<file path="src/rtl/seq_detect_param_if.sv">
// Serial pattern-detector bus: the upstream lane drives the control and data bits.
// Detection status flows back to the lane on the same interface.
interface seq_detect_param_if #(
  parameter int PAT_W = 4,
  parameter int CNT_W = 4
);
  logic             load;
  logic [PAT_W-1:0] pattern;
  logic             overlap;
  logic             in_valid;
  logic             in;
  logic             match;
  logic [CNT_W-1:0] out;
  logic             sat;
  logic             busy;

  modport master (
    output load, pattern, overlap, in_valid, in,
    input  match, out, sat, busy
  );

  modport slave (
    input  load, pattern, overlap, in_valid, in,
    output match, out, sat, busy
  );
endinterface

</file>
<file path="src/rtl/seq_detect_param.sv">
// MSB-first serial pattern detector with a loadable pattern and an overlap/non-overlap mode.
// It also keeps a saturating match counter. All outputs are registered.
module seq_detect_param #(
  parameter int PAT_W = 4,
  parameter int CNT_W = 4
) (
  input logic              clk,
  input logic              reset,
  seq_detect_param_if.slave bus
);

  localparam int FILL_W = $clog2(PAT_W + 1);
  localparam logic [FILL_W-1:0] FILL_FULL = FILL_W'(PAT_W);
  localparam logic [CNT_W-1:0]  CNT_MAX   = '1;

  typedef enum logic [1:0] {
    IDLE = 2'd0,
    RUN  = 2'd1,
    SAT  = 2'd2
  } state_t;

  state_t            state;
  logic [PAT_W-1:0]  pattern_reg;
  logic              mode_reg;
  logic [PAT_W-1:0]  history;
  logic [FILL_W-1:0] fill;
  logic [CNT_W-1:0]  cnt;
  logic              match_r;
  logic              sat_r;
  logic              busy_r;

  logic              accept;
  logic [PAT_W-1:0]  hist_nxt;
  logic [FILL_W-1:0] fill_nxt;
  logic              hit;
  logic [CNT_W-1:0]  cnt_inc;

  // A load in the same cycle takes priority, so that bit is dropped.
  always_comb begin
    accept   = bus.in_valid && !bus.load && (state != IDLE);
    hist_nxt = {history[PAT_W-2:0], bus.in};
    fill_nxt = (fill == FILL_FULL) ? fill : fill + 1'b1;
    hit      = accept && (fill_nxt == FILL_FULL) && (hist_nxt == pattern_reg);
    cnt_inc  = cnt + 1'b1;
  end

  always_ff @(posedge clk or posedge reset) begin
    if (reset) begin
      state       <= IDLE;
      pattern_reg <= '0;
      mode_reg    <= 1'b0;
      history     <= '0;
      fill        <= '0;
      cnt         <= '0;
      match_r     <= 1'b0;
      sat_r       <= 1'b0;
      busy_r      <= 1'b0;
    end else begin
      match_r <= 1'b0;
      if (bus.load) begin
        pattern_reg <= bus.pattern;
        mode_reg    <= bus.overlap;
        history     <= '0;
        fill        <= '0;
        cnt         <= '0;
        sat_r       <= 1'b0;
        busy_r      <= 1'b1;
        state       <= RUN;
      end else if (accept) begin
        history <= hist_nxt;
        // Non-overlap mode masks the stale history by emptying the fill count.
        fill    <= (hit && !mode_reg) ? '0 : fill_nxt;
        match_r <= hit;
        if (hit && state == RUN) begin
          cnt <= cnt_inc;
          if (cnt_inc == CNT_MAX) begin
            state <= SAT;
            sat_r <= 1'b1;
          end
        end
      end
    end
  end

  assign bus.match = match_r;
  assign bus.out   = cnt;
  assign bus.sat   = sat_r;
  assign bus.busy  = busy_r;

endmodule
</file>
<file path="src/flat_wrapper.sv">
// flat-port wrapper written by rule: the top's interface ports become plain ports
module seq_detect_param_flat 
#(
  parameter int PAT_W = 4,
  parameter int CNT_W = 4
)
  (clk, reset, bus_load, bus_pattern, bus_overlap, bus_in_valid, bus_in, bus_match, bus_out, bus_sat, bus_busy);
  seq_detect_param_if #(.PAT_W(PAT_W), .CNT_W(CNT_W)) bus_i ();
  input logic clk;
  input logic reset;
  input wire logic [$bits(bus_i.load)-1:0] bus_load;
  input wire logic [$bits(bus_i.pattern)-1:0] bus_pattern;
  input wire logic [$bits(bus_i.overlap)-1:0] bus_overlap;
  input wire logic [$bits(bus_i.in_valid)-1:0] bus_in_valid;
  input wire logic [$bits(bus_i.in)-1:0] bus_in;
  output wire logic [$bits(bus_i.match)-1:0] bus_match;
  output wire logic [$bits(bus_i.out)-1:0] bus_out;
  output wire logic [$bits(bus_i.sat)-1:0] bus_sat;
  output wire logic [$bits(bus_i.busy)-1:0] bus_busy;
  assign bus_i.load = bus_load;
  assign bus_i.pattern = bus_pattern;
  assign bus_i.overlap = bus_overlap;
  assign bus_i.in_valid = bus_in_valid;
  assign bus_i.in = bus_in;
  assign bus_match = bus_i.match;
  assign bus_out = bus_i.out;
  assign bus_sat = bus_i.sat;
  assign bus_busy = bus_i.busy;
  seq_detect_param #(.PAT_W(PAT_W), .CNT_W(CNT_W)) u_core (.clk(clk), .reset(reset), .bus(bus_i));
endmodule
</file>
<file path="config.mk">
export PLATFORM = sky130hd
export DESIGN_NAME = seq_detect_param_flat
export DESIGN_NICKNAME = d
export VERILOG_FILES = /design/src/rtl/seq_detect_param_if.sv /design/src/rtl/seq_detect_param.sv /design/src/flat_wrapper.sv
export SDC_FILE = /design/constraint.sdc
export NUM_CORES = 1
export LEC_CHECK = 0
export BUFFER_PORTS_ARGS = -buffer_cell sky130_fd_sc_hd__buf_4
export CAP_MARGIN = 15
export CORE_UTILIZATION = 40
export DETAILED_ROUTE_END_ITERATION = 8
export GPL_ROUTABILITY_DRIVEN = 0
export HOLD_SLACK_MARGIN = 0.15
export PLACE_DENSITY_LB_ADDON = 0.1
export SLEW_MARGIN = 20
export SYNTH_ARGS = -nofsm -noshare
export SYNTH_HDL_FRONTEND = slang
export SYNTH_SLANG_ARGS = --single-unit
</file>
<file path="constraint.sdc">
create_clock -name clk -period 2.5 [get_ports clk]
set_clock_uncertainty 0.1 [all_clocks]
set_input_delay 0.125 -clock clk [delete_from_list [all_inputs] [get_ports clk]]
set_output_delay 0.125 -clock clk [all_outputs]
set_load 0.01 [all_outputs]
</file>
==> results.md, run 1 <==
Run status
* finished clean — outcome

Die
* 17 — Rows
* 2710 sq um — DIE AREA
* 52.06 microns — Die X
* 17 — number of I/O pins
* 44.04% — initial cell density of the core
* 52.06 microns — chip height
* 2276 sq um — area of the core

Worst setup path
* u_core.fill[0]$_DFFE_PP0P_ — start point of the critical path
* flop — Critical Path Start Type
* 2.64 ns — Req. time, crit path
* 5 — peak fanout along the critical path
* u_core.fill[0]$_DFFE_PP0P_ — origin of the critical flop-to-flop path
* flop — type of element capturing the critical path
* flop to flop — Crit Path Category
* 2.35 ns — Worst Path Arrival

Global route
* 0 — number of antenna violations at the first check in global routing
* 778 — number of global-route vias before repair
* 18.44% — global-route total usage across every layer
* 20 — largest net degree at the start of global routing
* 3.525 mm — first-pass GRT wire length
* 0 — final global-route overflow total

STA
* 0 — number of setup violations in the final report
* 88.24% — final period utilization
* 0.7494 ns — Worst Tran Pin Value
* 0 — number of failing hold endpoints at the final stage
* 0.2940 ns — smallest setup slack after layout
* 2.206 ns — time the worst path needs with I/O delays and setup
* 453.3 MHz — highest achievable clock rate
* 0 ns — Final TNS setup
* 0 — Max Slew Vio Count
* 49.98% — worst slew margin relative to its limit
* no — RSZ-0062 raised after global routing

Run
* 0 — Max Cap Violations

Synth
* 33 — number of distinct standard cells referenced by the synthesized netlist
* 107 — syn_nets
* 19 — number of synthesized register bits
* 100.0% — FFs w/ async S/R, synth
* 10.78 sq um — average cell area after synthesis
* 1002 sq um — summed instance area of the synthesized netlist
* 0 — number of warnings issued by yosys
* 93 — Post-Syn Instances
* 0 — number of flops mapped to enable cells by yosys
* sky130_fd_sc_hd__dfrtp_1 — dominant synthesized flop cell
* 47.44% — sequential element share of the synthesized area

Detailed routing
* 5 — DR pass1 iterations
* 13.78 microns — mean routed wirelength per cell
* 5.412 — vias per cell
* 0 — number of remaining DRC errors
* 2.109 mm — sum of routed wire length over all layers
* 0 — Antenna Nets Post-Route
* 8 — number of violations reported at the end of detailed-routing iteration 0
* 828 — Vias

Layout
* 0 — number of antenna cells inserted
* 195 — fill count
* 140 — # nets final
* 32.08% — signed area change from the synthesized netlist to the final layout
* 25.60% — share of post-route cells with drive strength above 1
* 1324 sq um — Non-Filler Cell Area, Final

Place
* 1154 sq um — placement-stage cell area
* 16 — IO Port Bufs
* 0.3299 ns — DP Worst Slack

Pwr
* 0.5934 nW — Lkg Pwr
* 455.8 nW/um^2 — power per standard cell area
* 0.0003409 V — IR drop worst, VDD
* 0.6033 mW — Final Power

Clock tree
* sky130_fd_sc_hd__clkbuf_4 — cell at the root of the clock tree
* 0 — post-cts sizing count
* 0.11 ns — clock input transition at the sequential cells of the worst setup and hold paths
* 19 — clock sink total
* 2 — maximum clock path buffer count
* 3 — TritonCTS Buffers
* 0.31 ns — clock latency on the worst-skew pair
* 1 — H-tree depth
* done — clock tree from TritonCTS

Worst hold path
* bus_in_valid — launch point of the worst hold path
* input pin to flop — type of the most critical hold path

==> cells in the mapped netlist, types with 2 or more instances <==
cell	count	area share (%)
sky130_fd_sc_hd__dfrtp_1	19	47
sky130_fd_sc_hd__nor2_1	10	3.7
sky130_fd_sc_hd__inv_1	5	1.9
sky130_fd_sc_hd__clkbuf_1	3	1.1
sky130_fd_sc_hd__xnor2_1	5	4.4
sky130_fd_sc_hd__ha_1	4	5.0
sky130_fd_sc_hd__a21oi_1	2	1.0
sky130_fd_sc_hd__mux2i_1	5	5.0
sky130_fd_sc_hd__nand2_1	5	1.9
sky130_fd_sc_hd__or2_2	2	1.2
sky130_fd_sc_hd__and3b_1	2	1.7
sky130_fd_sc_hd__nor4_1	3	1.9
sky130_fd_sc_hd__nand3_1	3	1.5
sky130_fd_sc_hd__mux2_2	6	6.7
==> metrics by stage <==
stage | instances | utilization (%) | hold WS (ns)
after detailed placement | 135 | 50.69 | 0.2032
after global placement | 135 | 50.69 | 0.2040
after floorplan | 93 | - | -0.02387
after global routing | 153 | 58.16 | 0.2079
after CTS | 153 | 58.16 | 0.1877
final | 153 | 58.16 | 0.1880
==> metal layers <==
| layer | vias up | track usage [%] | routed length (microns) |
|---|---|---|---|
| li1 | 391 | - | - |
| met1 | 410 | 22.88 | 961 |
| met2 | 21 | 29.27 | 1017 |
| met3 | 6 | 6.725 | 94 |
| met4 | 0 | 6.306 | 36 |
| met5 | - | 0 | 0 |
==> power by group <==
| part | switching [mW] | internal, mW | total (mW) |
|---|---|---|---|
| Sequential | 0.0112 | 0.321 | 0.332 |
| Combinational | 0.0475 | 0.0579 | 0.105 |
| Clock | 0.105 | 0.0611 | 0.166 |
| Total | 0.164 | 0.440 | 0.603 |
==> what timing repair did <==
item / 4_1_cts / 5_1_grt
setup buffers: 0 / 0
endpoints found under the hold margin: 35 / 0
hold buffers: 14 / 0
setup endpoints to repair: 0 / 0
==> area by class of cell <==
type                    instances  area [sq um]  share of cell area (%)
clock inverters                 1         7.507                  0.5671
clock buffers                   3         22.52                   1.701
repair buffers                 31         267.8                   20.23
flip-flops and latches         19         475.5                   35.92
inverters                       5         18.77                   1.418
multi-input cells              66         496.7                   37.52
well taps                      28         35.03                   2.647
==> cells in the final DEF, fill, tap and decap left out, drive strengths merged, types with 2 or more instances in the layout <==
cell type and count:
a21oi 2, and3b 3, buf 17, clkbuf 3, dfrtp 19, dlygate4sd3 14, ha 4, inv 5
mux2 6, mux2i 5, nand2 5, nand3 3, nor2 10, nor4 4, or2 2, or4 2
xnor2 5
==> final timing paths <==
check / to / slack, ns / cells past startpoint
setup reg to reg: u_core.bus.out[3]$_DFFE_PP0P_ / 0.29 / 6
hold / removal: u_core.bus.match$_DFF_PP0_ / 0.19 / 4
hold reg to reg: u_core.bus.busy$_DFFE_PP0P_ / 0.38 / 1
setup / recovery: u_core.bus.out[3]$_DFFE_PP0P_ / 0.29 / 6
min in group asynchronous: u_core.state[1]$_DFFE_PP0P_ / 0.39 / 3
max in group asynchronous: u_core.bus.busy$_DFFE_PP0P_ / 1.43 / 3
==> cells by family after synthesis <==
group                      share of synthesized area, %
xor gates and xnor gates                          5.243
and+or+nand+nor                                   18.60
adders and majority gates                         4.994
DFF                                               47.44
muxes                                             11.74
buffers and inverters                             2.996
AOI/OAI and AO/OA                                 8.990
==> worst max-delay path: stages (launching register included) <==
cell                      delay [ns]
sky130_fd_sc_hd__dfrtp_1        0.45
sky130_fd_sc_hd__inv_1          0.09
sky130_fd_sc_hd__ha_1           0.21
sky130_fd_sc_hd__and3b_1        0.20
sky130_fd_sc_hd__or4_4          0.53
sky130_fd_sc_hd__or4_1          0.40
sky130_fd_sc_hd__a21oi_1        0.15
Power figures use the tool's default switching activity.
==> inputs of run 2 (changes only) <==
Settings changed: ABC_AREA set to 1.
==> run 2 against run 1 <==
  * Combinational power is 18% higher
  * Via count increased by 10%
  * Largest cell class is now sequential cells
  * Sequential cell count stayed put
  * Highest routed layer unchanged
  * Sequential power barely moved
  * Non-clock buffer count grew 4
  * Critical path depth unchanged
  * Routed wire length grew 2.6%
==> results.md, run 2 <==
Worst hold path
* input pin to asynchronous set/reset pin — type of the most critical hold path, was input pin to flop

Die
* 2455 sq um — area of the core, was 2276 sq um
* 2778 sq um — DIE AREA, was 2710 sq um
* 17 — number of I/O pins, unchanged
* 52.71 microns — chip height, was 52.06 microns
* 52.71 microns — Die X, was 52.06 microns
* 41.90% — initial cell density of the core, was 44.04%
* 18 — Rows, was 17

Clock tree
* 3 — TritonCTS Buffers, unchanged
* sky130_fd_sc_hd__clkbuf_4 — cell at the root of the clock tree, unchanged
* done — clock tree from TritonCTS, unchanged
* 0 — post-cts sizing count, unchanged
* 19 — count of hold buffers inserted by post-cts repair, was 14
* 0 — number of post-CTS setup repair buffers, unchanged
* 1 — H-tree depth, unchanged
* 0.30 ns — clock latency on the worst-skew pair, was 0.31 ns
* 2 — maximum clock path buffer count, unchanged
* 0.12 ns — clock input transition at the sequential cells of the worst setup and hold paths, was 0.11 ns
* 19 — clock sink total, unchanged

Worst setup path
* u_core.fill[0]$_DFFE_PP0P_ — origin of the critical flop-to-flop path, unchanged
* 0.82 ns — internal reg-to-reg setup slack, was 0.29 ns
* 2.11 ns — Worst Path Arrival, was 2.35 ns
* input pin to flop — Crit Path Category, was flop to flop
* flop — type of element capturing the critical path, unchanged
* 12 — peak fanout along the critical path, was 5
* input pin — Critical Path Start Type, was flop
* u_core.bus.out[2]$_DFFE_PP0P_ — end of the worst register-to-register path, was u_core.bus.out[3]$_DFFE_PP0P_
* 2.59 ns — Req. time, crit path, was 2.64 ns
* 10 — depth of the most critical reg-to-reg path, was 6

Place
* 16 — IO Port Bufs, unchanged
* 0.8401 ns — DP Worst Slack, was 0.3299 ns
* 1.429 mm — detailed placement HPWL
* 171 — number of instances in the placed design, was 135

STA
* 0.4761 ns — smallest setup slack after layout, was 0.2940 ns
* 0 ns — Final TNS setup, unchanged
* 0.7365 ns — Worst Tran Pin Value, was 0.7494 ns
* 80.95% — final period utilization, was 88.24%
* 0 — Max Slew Vio Count, unchanged
* 50.85% — worst slew margin relative to its limit, was 49.98%
* no — RSZ-0062 raised after global routing, unchanged
* 494.1 MHz — highest achievable clock rate, was 453.3 MHz
* 0 — number of failing hold endpoints at the final stage, unchanged
* 2.024 ns — time the worst path needs with I/O delays and setup, was 2.206 ns
* 0 — number of setup violations in the final report, unchanged

Global route
* 20 — largest net degree at the start of global routing, unchanged
* 19.01% — global-route total usage across every layer, was 18.44%
* 898 — number of global-route vias before repair, was 778
* 0 — number of antenna violations at the first check in global routing, unchanged
* 3.801 mm — first-pass GRT wire length, was 3.525 mm
* 0 — final global-route overflow total, unchanged

Layout
* sky130_fd_sc_hd__nand2_1 — most common library cell in the layout ignoring fill and taps, was sky130_fd_sc_hd__dfrtp_1
* 34 x sky130_fd_sc_hd__nand2_1, 19 x sky130_fd_sc_hd__dlygate4sd3_1, 19 x sky130_fd_sc_hd__dfrtp_1, 18 x sky130_fd_sc_hd__inv_1, 16 x sky130_fd_sc_hd__buf_4 — commonest cells after routing, fill and taps aside, was 19 x sky130_fd_sc_hd__dfrtp_1, 17 x sky130_fd_sc_hd__buf_4, 14 x sky130_fd_sc_hd__dlygate4sd3_1, 10 x sky130_fd_sc_hd__nor2_1, 6 x sky130_fd_sc_hd__mux2_2
* 20.73% — share of post-route cells with drive strength above 1, was 25.60%
* 35.40% — signed area change from the synthesized netlist to the final layout, was 32.08%
* 194 — number of standard cells in the final layout excluding fillers, was 153
* 179 — # nets final, was 140
* 0 — number of antenna cells inserted, unchanged

Synth
* 6.569% — area fraction in compound gates after synthesis, was 8.989%
* 46.23% — area share of the largest cell type after synthesis, was 47.44%
* sky130_fd_sc_hd__dfrtp_1 — dominant synthesized flop cell, unchanged
* 8.098 sq um — average cell area after synthesis, was 10.78 sq um
* 46.23% — sequential element share of the synthesized area, was 47.44%
* 100.0% — FFs w/ async S/R, synth, unchanged
* sky130_fd_sc_hd__dfrtp_1 46%, sky130_fd_sc_hd__nand2_1 12%, sky130_fd_sc_hd__inv_1 6.6% — top cells by area, synth, was sky130_fd_sc_hd__dfrtp_1 47%, sky130_fd_sc_hd__mux2_2 6.7%, sky130_fd_sc_hd__ha_1 5.0%
* 127 — Post-Syn Instances, was 93
* 34 x sky130_fd_sc_hd__nand2_1, 19 x sky130_fd_sc_hd__dfrtp_1, 18 x sky130_fd_sc_hd__inv_1 — leading cell types by count after synthesis, was 19 x sky130_fd_sc_hd__dfrtp_1, 10 x sky130_fd_sc_hd__nor2_1, 6 x sky130_fd_sc_hd__mux2_2
* 0 — number of warnings issued by yosys, unchanged
* 1028 sq um — summed instance area of the synthesized netlist, was 1002 sq um
* 0% — multiplexer share of the synthesized area, was 11.74%
* 0 — number of flops mapped to enable cells by yosys, unchanged
* 141 — syn_nets, was 107
* simple AND/OR/NAND/NOR gates — dominant combinational cell family by area after synthesis, unchanged
* 4.866% — adder-cell share of the synthesized area, was 4.994%
* 19 — number of synthesized register bits, unchanged
* sky130_fd_sc_hd__dfrtp_1 — cell type contributing the most total cell area after synthesis, unchanged
* 31.87% — basic-gate share of the synthesized area counting and, or, nand and nor cells, was 18.60%
* 1.703% — parity-gate share of the synthesized area counting xor and xnor cells, was 5.243%
* sky130_fd_sc_hd__nand2_1 — top-count cell post-synth, was sky130_fd_sc_hd__dfrtp_1
* 23 — number of distinct standard cells referenced by the synthesized netlist, was 33

Pwr
* 0.7199 nW — Lkg Pwr, was 0.5934 nW
* 0.1774 mW — switching power summed over all nets, was 0.1638 mW
* 443.9 nW/um^2 — power per standard cell area, was 455.8 nW/um^2
* 26.2% — Clk network pwr share, was 27.5%
* 20.1% — Logic pwr share, was 17.5%
* 0.0002761 V — IR drop worst, VDD, was 0.0003409 V
* 53.6% — Reg power frac, was 55.0%
* 28.70% — switching portion of total power, was 27.15%
* 0.4408 mW — internal power, was 0.4395 mW

Detailed routing
* 11.15 microns — mean routed wirelength per cell, was 13.78 microns
* 0 — number of remaining DRC errors, unchanged
* 17 — number of violations reported at the end of detailed-routing iteration 0, was 8
* 4 — DR pass1 iterations, was 5
* 0 — Antenna Nets Post-Route, unchanged
* 2.164 mm — sum of routed wire length over all layers, was 2.109 mm
* 4.696 — vias per cell, was 5.412
* 911 — Vias, was 828

Run status
* finished clean — outcome, unchanged

Run
* 0 — Max Cap Violations, unchanged

run 2: cell type report:
cell class                 count  area, sq um
clock buffer                   3        22.52
clock inverter                 1        5.005
fill                         214         1062
inverter                      21        78.83
multi-input combinational     85        462.9
sequential                    19        475.5
tap                           30        37.54
timing repair buffer          35        310.3
run 2: power groups by stage:
stage	Clock [mW]	Combinational [mW]	Sequential [mW]
2_1_floorplan	0	0.0709	0.335
3_3_place_gp	0	0.0944	0.337
3_5_place_dp	0	0.0964	0.338
4_1_cts	0.167	0.124	0.332
5_1_grt	0.181	0.140	0.334
6_report	0.162	0.124	0.332
run 2: layer usage:
layer  up-vias  global-route usage (%)  wire length, microns
li1        477                       -                     -
met4         0                   7.018                    19
met2        14                   31.01                  1014
met1       418                   24.82                  1084
met5         -                       0                     0
met3         2                   3.478                    45
run 2: how the worst max path moves through the flow:
stage	from	end	slack (ns)
after floorplan	u_core.fill[0]$_DFFE_PP0P_	u_core.bus.out[2]$_DFFE_PP0P_	1.01
after global placement	u_core.fill[0]$_DFFE_PP0P_	u_core.bus.out[1]$_DFFE_PP0P_	0.90
after detailed placement	u_core.fill[0]$_DFFE_PP0P_	u_core.bus.out[2]$_DFFE_PP0P_	0.84
after CTS	bus_load	u_core.pattern_reg[3]$_DFFE_PP0P_	0.54
after global routing	bus_load	u_core.pattern_reg[2]$_DFFE_PP0P_	0.43
final	bus_load	u_core.pattern_reg[2]$_DFFE_PP0P_	0.48
run 2: logic make-up (layout without fill, tap and decap cells):
| kind of cell | count (synthesis) | after routing |
|---|---|---|
| simple gates | 67 | 67 |
| buf+inv | 23 | 60 |
| flops | 19 | 19 |
| compound gates | 12 | 12 |
| fa+ha+maj | 4 | 4 |
| xor+xnor | 2 | 2 |
run 2: per-stage QoR:
step	power (mW)	cell area, sq um	utilization [%]	hold WS [ns]
CTS	0.6228	1393	56.73	0.3925
global route	0.6543	1393	56.73	0.4031
detailed placement	0.4340	1175	47.86	0.2096
global placement	0.4314	1175	47.86	0.2046
floorplan	0.4059	1028	-	-0.02387
finish	0.6182	1393	56.73	0.3886
run 2: critical path, stage by stage:
cell and delay [ns]:
sky130_fd_sc_hd__dlygate4sd3_1 0.54, sky130_fd_sc_hd__buf_4 0.18, sky130_fd_sc_hd__nand2_1 0.06, sky130_fd_sc_hd__dlygate4sd3_1 0.55, sky130_fd_sc_hd__o21ai_0 0.09, sky130_fd_sc_hd__dlygate4sd3_1 0.57
